<file path="config.mk">
export PLATFORM = sky130hd
export DESIGN_NAME = dmem_arbiter
export DESIGN_NICKNAME = d
export VERILOG_FILES = /design/src/rtl/dmem_arbiter.sv
export SDC_FILE = /design/constraint.sdc
export NUM_CORES = 1
export LEC_CHECK = 0
export CAP_MARGIN = 15
export CORE_AREA = 5 5 135 137
export CTS_CLUSTER_DIAMETER = 60
export CTS_CLUSTER_SIZE = 24
export DETAILED_ROUTE_END_ITERATION = 12
export DIE_AREA = 0 0 140 142
export PLACE_DENSITY_LB_ADDON = 0.3
export SLEW_MARGIN = 20
export SYNTH_ARGS = -nofsm -noshare
export SYNTH_HDL_FRONTEND = slang
export SYNTH_SLANG_ARGS = --single-unit
export TNS_END_PERCENT = 100
</file>
<file path="constraint.sdc">
create_clock -name clk -period 1.8 [get_ports clk]
set_clock_uncertainty 0.2 [all_clocks]
set_input_delay 0.36 -clock clk [delete_from_list [all_inputs] [get_ports clk]]
set_output_delay 0.36 -clock clk [all_outputs]
set_load 0.1 [all_outputs]
</file>
<file path="src/rtl/dmem_arbiter.sv">
// dmem_arbiter: round-robin arbiter and access sequencer that shares one
// single-port data memory between two req/ack requesters. Each access runs
// IDLE -> ACCESS -> RESP. Addresses at or above DEPTH are reported with err
// and never reach the memory as a read or write strobe.
module dmem_arbiter #(
    parameter int DEPTH = 1024,
    parameter int AW    = 32
) (
    input  logic          clk,
    input  logic          rst,

    input  logic          p0_req,
    input  logic          p0_we,
    input  logic [AW-1:0] p0_addr,
    input  logic [31:0]   p0_wdata,
    output logic          p0_ack,
    output logic [31:0]   p0_rdata,

    input  logic          p1_req,
    input  logic          p1_we,
    input  logic [AW-1:0] p1_addr,
    input  logic [31:0]   p1_wdata,
    output logic          p1_ack,
    output logic [31:0]   p1_rdata,

    output logic          err,

    output logic          mem_read,
    output logic          mem_write,
    output logic [AW-1:0] mem_addr,
    output logic [31:0]   mem_wdata,
    input  logic [31:0]   mem_rdata
);

    localparam logic [AW-1:0] DEPTH_A = AW'(DEPTH);

    typedef enum logic [1:0] {
        IDLE   = 2'd0,
        ACCESS = 2'd1,
        RESP   = 2'd2
    } state_t;

    // Sequencer state and the transaction latched at grant time.
    state_t        state_q, state_d;
    logic          last_grant_q, last_grant_d;
    logic          grant_q, grant_d;
    logic          we_q, we_d;
    logic          oor_q, oor_d;
    logic [AW-1:0] addr_q, addr_d;
    logic [31:0]   wdata_q, wdata_d;
    logic [1:0]    ack_q, ack_d;
    logic          err_q, err_d;

    // Requester buses gathered into indexable form.
    logic [1:0]          req_v;
    logic [1:0]          we_v;
    logic [AW-1:0]       addr_v [2];
    logic [31:0]         wdata_v [2];
    logic [1:0][31:0]    rdata_v;

    logic                win;
    logic [31:0]         rd_capture;

    assign req_v      = {p1_req, p0_req};
    assign we_v       = {p1_we, p0_we};
    assign addr_v[0]  = p0_addr;
    assign addr_v[1]  = p1_addr;
    assign wdata_v[0] = p0_wdata;
    assign wdata_v[1] = p1_wdata;

    // Writes and out-of-range accesses return zero rather than stale bus data.
    assign rd_capture = (!oor_q && !we_q) ? mem_rdata : 32'h0;

    // Round-robin pick: a lone requester wins outright, a tie goes to the
    // port that did not win last time.
    always_comb begin
        if (req_v == 2'b11) begin
            win = ~last_grant_q;
        end else begin
            win = req_v[1];
        end
    end

    // Next-state logic for the IDLE/ACCESS/RESP sequencer.
    always_comb begin
        state_d      = state_q;
        last_grant_d = last_grant_q;
        grant_d      = grant_q;
        we_d         = we_q;
        oor_d        = oor_q;
        addr_d       = addr_q;
        wdata_d      = wdata_q;
        ack_d        = 2'b00;
        err_d        = 1'b0;

        unique case (state_q)
            IDLE: begin
                if (|req_v) begin
                    grant_d = win;
                    addr_d  = addr_v[win];
                    wdata_d = wdata_v[win];
                    we_d    = we_v[win];
                    oor_d   = (addr_v[win] >= DEPTH_A);
                    state_d = ACCESS;
                end
            end
            ACCESS: begin
                // Ack and err are registered so they appear during RESP.
                ack_d[grant_q] = 1'b1;
                err_d          = oor_q;
                state_d        = RESP;
            end
            RESP: begin
                last_grant_d = grant_q;
                state_d      = IDLE;
            end
            default: begin
                state_d = IDLE;
            end
        endcase
    end

    // Sequencer registers; a reset in any state returns to IDLE with port 0
    // favoured on the next tie.
    always_ff @(posedge clk) begin
        if (rst) begin
            state_q      <= IDLE;
            last_grant_q <= 1'b1;
            grant_q      <= 1'b0;
            we_q         <= 1'b0;
            oor_q        <= 1'b0;
            addr_q       <= '0;
            wdata_q      <= 32'h0;
            ack_q        <= 2'b00;
            err_q        <= 1'b0;
        end else begin
            state_q      <= state_d;
            last_grant_q <= last_grant_d;
            grant_q      <= grant_d;
            we_q         <= we_d;
            oor_q        <= oor_d;
            addr_q       <= addr_d;
            wdata_q      <= wdata_d;
            ack_q        <= ack_d;
            err_q        <= err_d;
        end
    end

    // Per-port read data register: loaded only when that port's access
    // leaves ACCESS, otherwise it keeps the last value returned to the port.
    for (genvar gi = 0; gi < 2; gi++) begin : g_port
        logic [31:0] rdata_q, rdata_d;

        // Capture the memory result for the granted port.
        always_comb begin
            rdata_d = rdata_q;
            if (state_q == ACCESS && grant_q == 1'(gi)) begin
                rdata_d = rd_capture;
            end
        end

        // Read data register with synchronous clear.
        always_ff @(posedge clk) begin
            if (rst) begin
                rdata_q <= 32'h0;
            end else begin
                rdata_q <= rdata_d;
            end
        end

        assign rdata_v[gi] = rdata_q;
    end

    // Memory strobes exist only in ACCESS and only for in-range addresses,
    // so an out-of-range write can never corrupt the array.
    always_comb begin
        mem_read  = 1'b0;
        mem_write = 1'b0;
        mem_addr  = '0;
        mem_wdata = 32'h0;
        if (state_q == ACCESS && !oor_q) begin
            mem_addr  = addr_q;
            mem_wdata = wdata_q;
            mem_write = we_q;
            mem_read  = ~we_q;
        end
    end

    assign p0_ack   = ack_q[0];
    assign p1_ack   = ack_q[1];
    assign p0_rdata = rdata_v[0];
    assign p1_rdata = rdata_v[1];
    assign err      = err_q;

endmodule

</file>
==> impl_metrics.csv <==
group,metric,value,unit
status,status,"finished with violations",
status,violations,"negative setup slack",
clock_tree,htreeDepth,4,
synthesis,synthAdderAreaFrac,0,%
clock_tree,path_clk_slew,50,ps
pwr,power_density,842,nW/µm²
routing,ant_nets,0,
routing,wl_met2,10900,µm
critical_path,path_max_fanout,15,
synthesis,synth_area_per_cell,8.51,µm²
global_route,grt_max_degree,65,
synthesis,synth_area,5940,µm²
timing,slew_headroom,78.7,%
clock_tree,cts_hold_buf,0,
pwr,leakagePower,0.00446,µW
synthesis,synth_seq_cells,137,
placement,pre_cts_ws,-515,ps
pwr,totalPowerFinal,9830,µW
worst_hold_path,min_from,"rst",
synthesis,yosysTopAreaCellShare,46.2,%
clock_tree,cts_tree,"done",
final_layout,drive_above_1_share,28.5,%
synthesis,synth-async-reset-ratio,0,%
critical_path,critPathMostFrequentCell,"buf_12",
timing,max_freq,454,MHz
critical_path,crit_chain,"nand2b_4 > nor2_4 > buf_12 > buf_12 > and2_4 > buf_12",
timing,drv_slew,0,
synthesis,synth_mux_area_share,11.0,%
synthesis,ys_warn_count,0,
critical_path,critical_path.endpoint_type,"primary output",
critical_path,crit_start,"state_q[1]",
global_route,grt_overflow,0,
routing,wl_met3,1930,µm
placement,hpwlAfterDp,15700,µm
die,die_y,142,µm
synthesis,synthesis.nets,864,
die,rows,48,
synthesis,syn-instance-count,698,
die,die-area,19900,µm²
routing,dr.pass1.iters,4,
synthesis,synth-xor-area-share,0,%
synthesis,synth.distinct_cells,28,
synthesis,yosys.area.top_type,"dfxtp_1",
synthesis,ys.flop_type,"dfxtp_1",
timing,final_hold_viol_count,0,
final_layout,area_growth,96.6,%
placement,place.gp.congestion,0.831,
routing,highest_layer,"met4",
synthesis,synth_compound_area_share,14.6,%
timing,rsz0062_at_grt,"yes",
critical_path,slowest_delay,330,ps
global_route,grt_pass1_wl,31700,µm
final_layout,final_nets,1153,
die,core,16900,µm²
critical_path,cp.required,1240,ps
clock_tree,clock_sinks,137,
global_route,grt.total_usage,20.2,%
routing,wl_met1,8230,µm
global_route,antenna_found_initial,0,
synthesis,synth-simple-area-share,23.4,%
routing,drt-vias-per-instance,5.00,
worst_hold_path,hold_class,"in -> reg",
global_route,grt_pass1_vias,5925,
routing,wl_per_cell,17.6,µm
synthesis,synthTopCellsByCount,"137 x dfxtp_1, 78 x nor2_1, 66 x and2_1",
timing,fin_crit,2200,ps
die,fp.dieW,140,µm
final_layout,fillers,1295,
clock_tree,insertion_delay,410,ps
synthesis,synth_top_family_by_area,"simple AND/OR/NAND/NOR gates",
synthesis,synth-edff-count,0,
critical_path,arrival,1640,ps
flow_run,drv_cap,0,
clock_tree,cts_buffer_depth,2,
critical_path,critical_path_class,"reg -> out",
timing,tightestPinTransition,316,ps
timing,fin_ws,-400,ps
synthesis,synth_top_cells_by_area,"dfxtp_1 46%, mux2i_1 11%, a211oi_1 8.2%",
die,ios,299,
critical_path,r2r_start,"last_grant_q",
final_layout,n_antenna_cell,0,
routing,drtIter0Drc,330,
placement,io_buffer_count,298,
critical_path,cp_slowest_cell,"dfxtp_2",
timing,finalCritPeriodShare,122,%
synthesis,synthMostInstantiatedCell,"dfxtp_1",
pwr,ir_worst_vdd,0.000682,V
clock_tree,cts_buffers,17,
routing,drt_wl_total,21500,µm
clock_tree,cts_root_buffer,"clkbuf_16",
timing,setup_viol,66,
die,initial_utilization,35.1,%
routing,drc,0,
critical_path,worstSetupStartpointType,"flip-flop",
synthesis,synth-seq-area-share,46.2,%
routing,dr_total_vias,6123,
==> kinds of logic (layout without fill, tap and decap cells) <==
| logic type | count (synthesis) | after routing |
|---|---|---|
| AND/OR/NAND/NOR | 292 | 292 |
| buffers and inverters | 67 | 368 |
| multiplexers | 65 | 65 |
| AO/OA/AOI/OAI | 137 | 137 |
| flip-flops | 137 | 137 |
==> timing repair <==
item,CTS,global route
pin swaps,13,13
setup endpoints to repair,67,105
buffers inserted,2,2
gates cloned,0,4
resized for setup,12,16
hold endpoints to repair,0,0
==> stage by stage <==
step	hold slack (ps)	cell area (µm²)	cells	utilization, %	setup TNS (ps)
floorplan	253	6140	698	-	-812
global placement	278	10900	1187	64.1	-20190
detailed placement	284	10900	1187	64.1	-21410
CTS	80.1	11500	1220	68.0	-24400
global route	118	11700	1224	68.9	-28840
finish	108	11700	1224	68.9	-24280
==> cells in the final DEF, fill, tap and decap left out, types with 4 or more instances in the layout <==
master           netlist  routed
buf_4                  1      18
bufinv_16              0       5
dfxtp_1              137     135
nand2_1               65      64
and2_4                 0      51
and2_2                 0      14
mux2i_1               65      65
dlymetal6s2s_1         0       4
nor2_1                78      74
a21oi_1               64      62
nand3_1               65      63
dlygate4sd2_1          0       6
buf_12                 0     148
clkdlybuf4s50_1        0     154
a211oi_1              65      65
clkbuf_16              0      20
==> area by class of cell <==
| class | count | area [µm²] | area share [%] |
|---|---|---|---|
| Multi-Input combinational cell | 494 | 3170 | 27.1 |
| Timing Repair Buffer | 335 | 4840 | 41.5 |
| Clock inverter | 12 | 199 | 1.70 |
| Clock buffer | 19 | 433 | 3.71 |
| Tap cell | 225 | 282 | 2.41 |
| Inverter | 2 | 7.51 | 0.0643 |
| Sequential cell | 137 | 2750 | 23.5 |
==> critical path: cells and delay by family (launching register included) <==
family / cells / cell delay (ps)
and+or+nand+nor: 3 / 460
buffers and inverters: 3 / 450
DFF: 1 / 330
==> per-layer routing <==
metal	global-route usage (%)	vias up
li1	-	3027
met1	23.2	2814
met2	34.5	248
met3	8.06	34
met4	6.68	0
met5	0	-
==> power breakdown <==
group | internal [µW] | switching, µW
Sequential | 3260 | 144
Clock | 2450 | 1310
Combinational | 1170 | 1500
Total | 6880 | 2950
==> flip-flops by register name (all words and copies together), names as in the netlist, 2 cells and up <==
signal    cells
addr_q       32
p1_rdata     32
ack_q         2
state_q       2
wdata_q      32
p0_rdata     32
==> worst paths after layout <==
kind / cells after the start / endpoint / slack [ps]
worst min-delay path: 2 / state_q[0] / 110
worst max register to register: 5 / oor_q / 90
worst max-delay path: 6 / mem_addr[11] / -400
worst min register to register: 2 / wdata_q[4] / 290
Power figures use the tool's default switching activity.
==> RTL change 1: new RTL, same settings <==
Encoding of `state_t`: now one-hot (3 bits for 3 states).
--- a/src/rtl/dmem_arbiter.sv
+++ b/src/rtl/dmem_arbiter.sv
@@ -34,10 +34,10 @@
 
     localparam logic [AW-1:0] DEPTH_A = AW'(DEPTH);
 
-    typedef enum logic [1:0] {
-        IDLE   = 2'd0,
-        ACCESS = 2'd1,
-        RESP   = 2'd2
+    typedef enum logic [2:0] {
+        IDLE   = 3'b001,
+        ACCESS = 3'b010,
+        RESP   = 3'b100
     } state_t;
 
     // Sequencer state and the transaction latched at grant time.
Behaviour: same outputs for any inputs over 10 cycles, from zero or initial values and one cycle with rst high; not proved beyond that.
==> RTL change 1 against the original RTL <==
  * The flow still finishes with violations (negative setup slack)
  * Synthesized area grew 4.8%
  * Hold slack is essentially flat
  * Setup slack got worse by 0.27 ns
  * Wire length up 21%
  * Design area increased by 10%
  * Sequential cell count increased by 1
  * Global-route usage increased by 1.5 points
  * Cell count up 4.2%
  * Synthesized cell count grew 0.29%
  * First-iteration DRC count shrank 26%
  * Total power shrank 2.3%
  * Critical endpoint is now mem_wdata[19]
==> RTL change 1: results (changes against the original RTL) <==
\begin{tabular}{lr}
\hline
Metric & Value \\
\hline
\multicolumn{2}{l}{\textbf{STA}} \\
\quad Post-route setup slack & -0.667 ns (-0.267 ns) \\
\quad Worst rel slew slack & 64.2\% (-15 points) \\
\quad Hold Slack & 0.108 ns (-0.000247 ns) \\
\quad Finish-stage setup viols & 130 (+97\%) \\
\multicolumn{2}{l}{\textbf{Power}} \\
\quad Comb group & 2.74 mW (+3\%) \\
\quad Cell-internal power & 6.54 mW (-4.9\%) \\
\quad Worst-case vdd ir drop & 0.664 mV (-2.6\%) \\
\quad Reported clock group power & 3.37 mW (-10\%) \\
\multicolumn{2}{l}{\textbf{Clock network}} \\
\quad Clk pin slew, worst setup/hold paths & 0.07 ns (+0.02 ns) \\
\multicolumn{2}{l}{\textbf{Detailed routing}} \\
\quad Length of routed met3 wiring & 1.85 mm (-3.9\%) \\
\quad Routed wire length on met2 & 13.7 mm (+26\%) \\
\quad Wire length on met1 & 9.77 mm (+19\%) \\
\quad Iteration-0 DRC count of the detailed router & 244 (-26\%) \\
\multicolumn{2}{l}{\textbf{Run status}} \\
\quad Failing checks & negative setup slack \\
\quad Outcome & complete, but fails checks \\
\multicolumn{2}{l}{\textbf{Yosys}} \\
\quad Net Count, Synth & 866 (+0.23\%) \\
\quad List of most frequent post-synthesis cells & sky130\_fd\_sc\_hd\_\_dfxtp\_1 (138), sky130\_fd\_sc\_hd\_\_nor2\_1 (74), sky130\_fd\_sc\_hd\_\_nand2\_1 (70) \\
\multicolumn{2}{l}{\textbf{Global route}} \\
\quad Met1 routing resource usage after global routing & 23.6\% (+0.47 points) \\
\quad Antenna violations before repair & 3 (+3) \\
\quad Global-route wire length before repair & 34.4 mm (+8.3\%) \\
\quad Largest net degree at the start of global routing & 56 (-14\%) \\
\quad Overall routing resource usage & 21.7\% (+1.5 points) \\
\multicolumn{2}{l}{\textbf{Setup path}} \\
\quad Slowest library cell on the worst path & sky130\_fd\_sc\_hd\_\_or3b\_4 \\
\quad End point of the critical path & mem\_wdata[19] \\
\quad Flop-to-flop setup slack & -0.38 ns (-0.47 ns) \\
\quad Highest fanout seen on the critical path & 21 (+6) \\
\quad FF-to-FF End & p1\_rdata[0] \\
\multicolumn{2}{l}{\textbf{Place}} \\
\quad Place WS & -0.372 ns (+0.143 ns) \\
\quad Gp weighted congestion & 0.839 (+1.0\%) \\
\hline
\end{tabular}
[RTL change 1: cell count changes after synthesis, moves of 3 or more]
cell / delta
sky130_fd_sc_hd__a211oi_1: -20
sky130_fd_sc_hd__a211oi_2: +20
sky130_fd_sc_hd__clkbuf_1: -19
sky130_fd_sc_hd__buf_6: +15
sky130_fd_sc_hd__nand2_1: +5
sky130_fd_sc_hd__nor4_1: +5
sky130_fd_sc_hd__nor2_1: -4
sky130_fd_sc_hd__or4_1: -4
sky130_fd_sc_hd__buf_2: +3
sky130_fd_sc_hd__nand2b_1: -3
[RTL change 1: area by class of cell]
| cell class | instances | area (um2) |
|---|---|---|
| multi-input combinational | 498 | 3850 |
| timing repair buffer | 378 | 5410 |
| fill | 1080 | 4050 |
| inverter | 3 | 11.3 |
| tap | 225 | 282 |
| sequential | 138 | 2770 |
| clock inverter | 15 | 141 |
| antenna | 2 | 5.00 |
| clock buffer | 17 | 425 |
==> RTL change 2: new RTL, config.mk and constraints unchanged <==
Made on the original files. The parameter `DEPTH` goes from 1024 to 768.
--- a/src/rtl/dmem_arbiter.sv
+++ b/src/rtl/dmem_arbiter.sv
@@ -3,7 +3,7 @@
 // IDLE -> ACCESS -> RESP. Addresses at or above DEPTH are reported with err
 // and never reach the memory as a read or write strobe.
 module dmem_arbiter #(
-    parameter int DEPTH = 1024,
+    parameter int DEPTH = 768,
     parameter int AW    = 32
 ) (
     input  logic          clk,
Formal check against the unedited RTL: not equivalent (Yosys sat finds a counterexample within 4 cycles, from zero or initial values and one cycle with rst high).
==> RTL change 2 against the original RTL <==
  * Setup slack worse by 0.0060 ns
  * Cell count up 2.3%
  * Combinational power up 11%
  * Register-to-register slack better by 0.05 ns
  * Synthesized area up 7.9%
  * Via count up 3.0%
  * Total power down 0.44%
  * Count of clock-buffer cells in the layout down 2
  * Design area up 4.7%
  * The flow still finishes with violations (negative setup slack)
  * Sequential cell count unchanged
  * Wire length up 6.5%
==> RTL change 2: results (changes against the original RTL) <==
\begin{tabular}{lr}
\hline
Metric & Value \\
\hline
\multicolumn{2}{l}{\textbf{Run status}} \\
\quad Outcome & complete, but fails checks \\
\quad Failing checks & negative setup slack \\
\multicolumn{2}{l}{\textbf{Place}} \\
\quad Gp weighted congestion & 0.875 (+5.3\%) \\
\quad Place WS & -0.357 ns (+0.158 ns) \\
\quad HPWL reported at the end of detailed placement & 16.4 mm (+4.1\%) \\
\quad Cell Area, Placed & 0.0114 mm2 (+5.4\%) \\
\multicolumn{2}{l}{\textbf{STA}} \\
\quad Worst slew pin tran & 0.351 ns (+0.0344 ns) \\
\quad Setup\_tns & -24.86 ns (-0.584 ns) \\
\quad Post-route setup slack & -0.406 ns (-0.00601 ns) \\
\quad Finish-stage setup viols & 66 (unchanged) \\
\multicolumn{2}{l}{\textbf{Cells and area}} \\
\quad Non-clock buffer instance count of the final layout & 363 (+8.4\%) \\
\quad Final core utilization & 72.1\% (+3.2 points) \\
\quad Non-clock buffering overhead in the final layout & 42.1\% (+0.60 points) \\
\quad Sequential portion of the cell area & 22.5\% (-1.0 points) \\
\quad Multi-input gate share of the layout cell area & 28.4\% (+1.2 points) \\
\quad Net count of the finished layout & 1181 (+2.4\%) \\
\quad Non-filler cells, final & 1252 (+2.3\%) \\
\quad Portion of the layout cell area used by clock cells & 4.72\% (-0.69 points) \\
\quad Layout filler cell count & 1237 (-4.5\%) \\
\quad Area taken by multi-input logic gates & 0.00347 mm2 (+9.5\%) \\
\quad Layout cell share with drive strength beyond 1 & 36.9\% (+8.4 points) \\
\multicolumn{2}{l}{\textbf{Yosys}} \\
\quad Mapped Cells & 698 (unchanged) \\
\quad Sequential element share of the synthesized area & 42.8\% (-3.4 points) \\
\quad Number of unique standard cell types used by synthesis & 29 (+3.6\%) \\
\quad Synth Area in Compound Gates & 18.5\% (+3.9 points) \\
\quad List of most frequent post-synthesis cells & sky130\_fd\_sc\_hd\_\_dfxtp\_1 (137), sky130\_fd\_sc\_hd\_\_and2\_1 (66) \\
\quad Synth area leaders & sky130\_fd\_sc\_hd\_\_dfxtp\_1 (43\%), sky130\_fd\_sc\_hd\_\_a211oi\_2 (12\%), sky130\_fd\_sc\_hd\_\_mux2i\_1 (10\%) \\
\quad Mux cell area share after synthesis & 10.2\% (-0.80 points) \\
\multicolumn{2}{l}{\textbf{Global route}} \\
\quad Overall routing resource usage & 21.5\% (+1.3 points) \\
\quad Global-route wire length before repair & 34.3 mm (+8.2\%) \\
\quad Vias in the first global route & 6359 (+7.3\%) \\
\multicolumn{2}{l}{\textbf{Power}} \\
\quad Worst-case vdd ir drop & 0.609 mV (-11\%) \\
\quad Cell-internal power & 6.62 mW (-3.8\%) \\
\multicolumn{2}{l}{\textbf{Setup path}} \\
\quad Delay-heaviest family, CP & buffers and inverters \\
\quad Highest fanout seen on the critical path & 10 (-5) \\
\multicolumn{2}{l}{\textbf{Detailed routing}} \\
\quad Iteration-0 DRC count of the detailed router & 210 (-36\%) \\
\quad Detailed-route vias per instance & 5.04 (+0.67\%) \\
\quad Detailed-route wire length per cell & 18.3 um (+4.1\%) \\
\hline
\end{tabular}
-- RTL change 2: cell count changes after synthesis, moves of 3 or more --
cell	before	now
sky130_fd_sc_hd__or4_1	4	0
sky130_fd_sc_hd__buf_8	0	3
sky130_fd_sc_hd__nor2_2	0	12
sky130_fd_sc_hd__buf_6	2	9
sky130_fd_sc_hd__a211oi_2	0	61
sky130_fd_sc_hd__a211oi_1	65	7
sky130_fd_sc_hd__clkbuf_1	43	23
sky130_fd_sc_hd__buf_2	17	23
sky130_fd_sc_hd__nor4_1	5	10
sky130_fd_sc_hd__buf_4	1	7
sky130_fd_sc_hd__nor2_1	78	64
-- RTL change 2: power groups by stage --
stage               Sequential [mW]  Combinational (mW)  Clock (mW)
finish                         3.42                2.96        3.41
global route                   3.44                3.11        3.63
CTS                            3.41                2.88        3.51
detailed placement             3.47                2.85           0
global placement               3.47                2.81           0
floorplan                      3.73                1.41           0
-- RTL change 2: layer usage --
layer | global-route usage [%] | part of all wire [%] | vias up
li1 | - | - | 3064
met5 | 0 | 0 | -
met1 | 24.6 | 39 | 2984
met3 | 8.03 | 8.2 | 28
met4 | 5.81 | 1.4 | 0
met2 | 37.9 | 51 | 229
-- RTL change 2: final timing paths --
| check | start | end | slack, ns | cells past startpoint |
|---|---|---|---|---|
| setup / recovery | state_q[1] | mem_wdata[1] | -0.41 | 6 |
| hold / removal | rst | wdata_q[4] | 0.16 | 2 |
| setup reg to reg | state_q[1] | wdata_q[30] | 0.14 | 6 |
| hold reg to reg | p1_rdata[29] | p1_rdata[29] | 0.29 | 2 |
-- RTL change 2: what timing repair did --
action / CTS / global route
cloned: 0 / 5
endpoints found under the setup margin: 66 / 84
pin swaps: 1 / 6
gates resized for setup: 5 / 18
buffers inserted: 4 / 1
endpoints found under the hold margin: 0 / 0
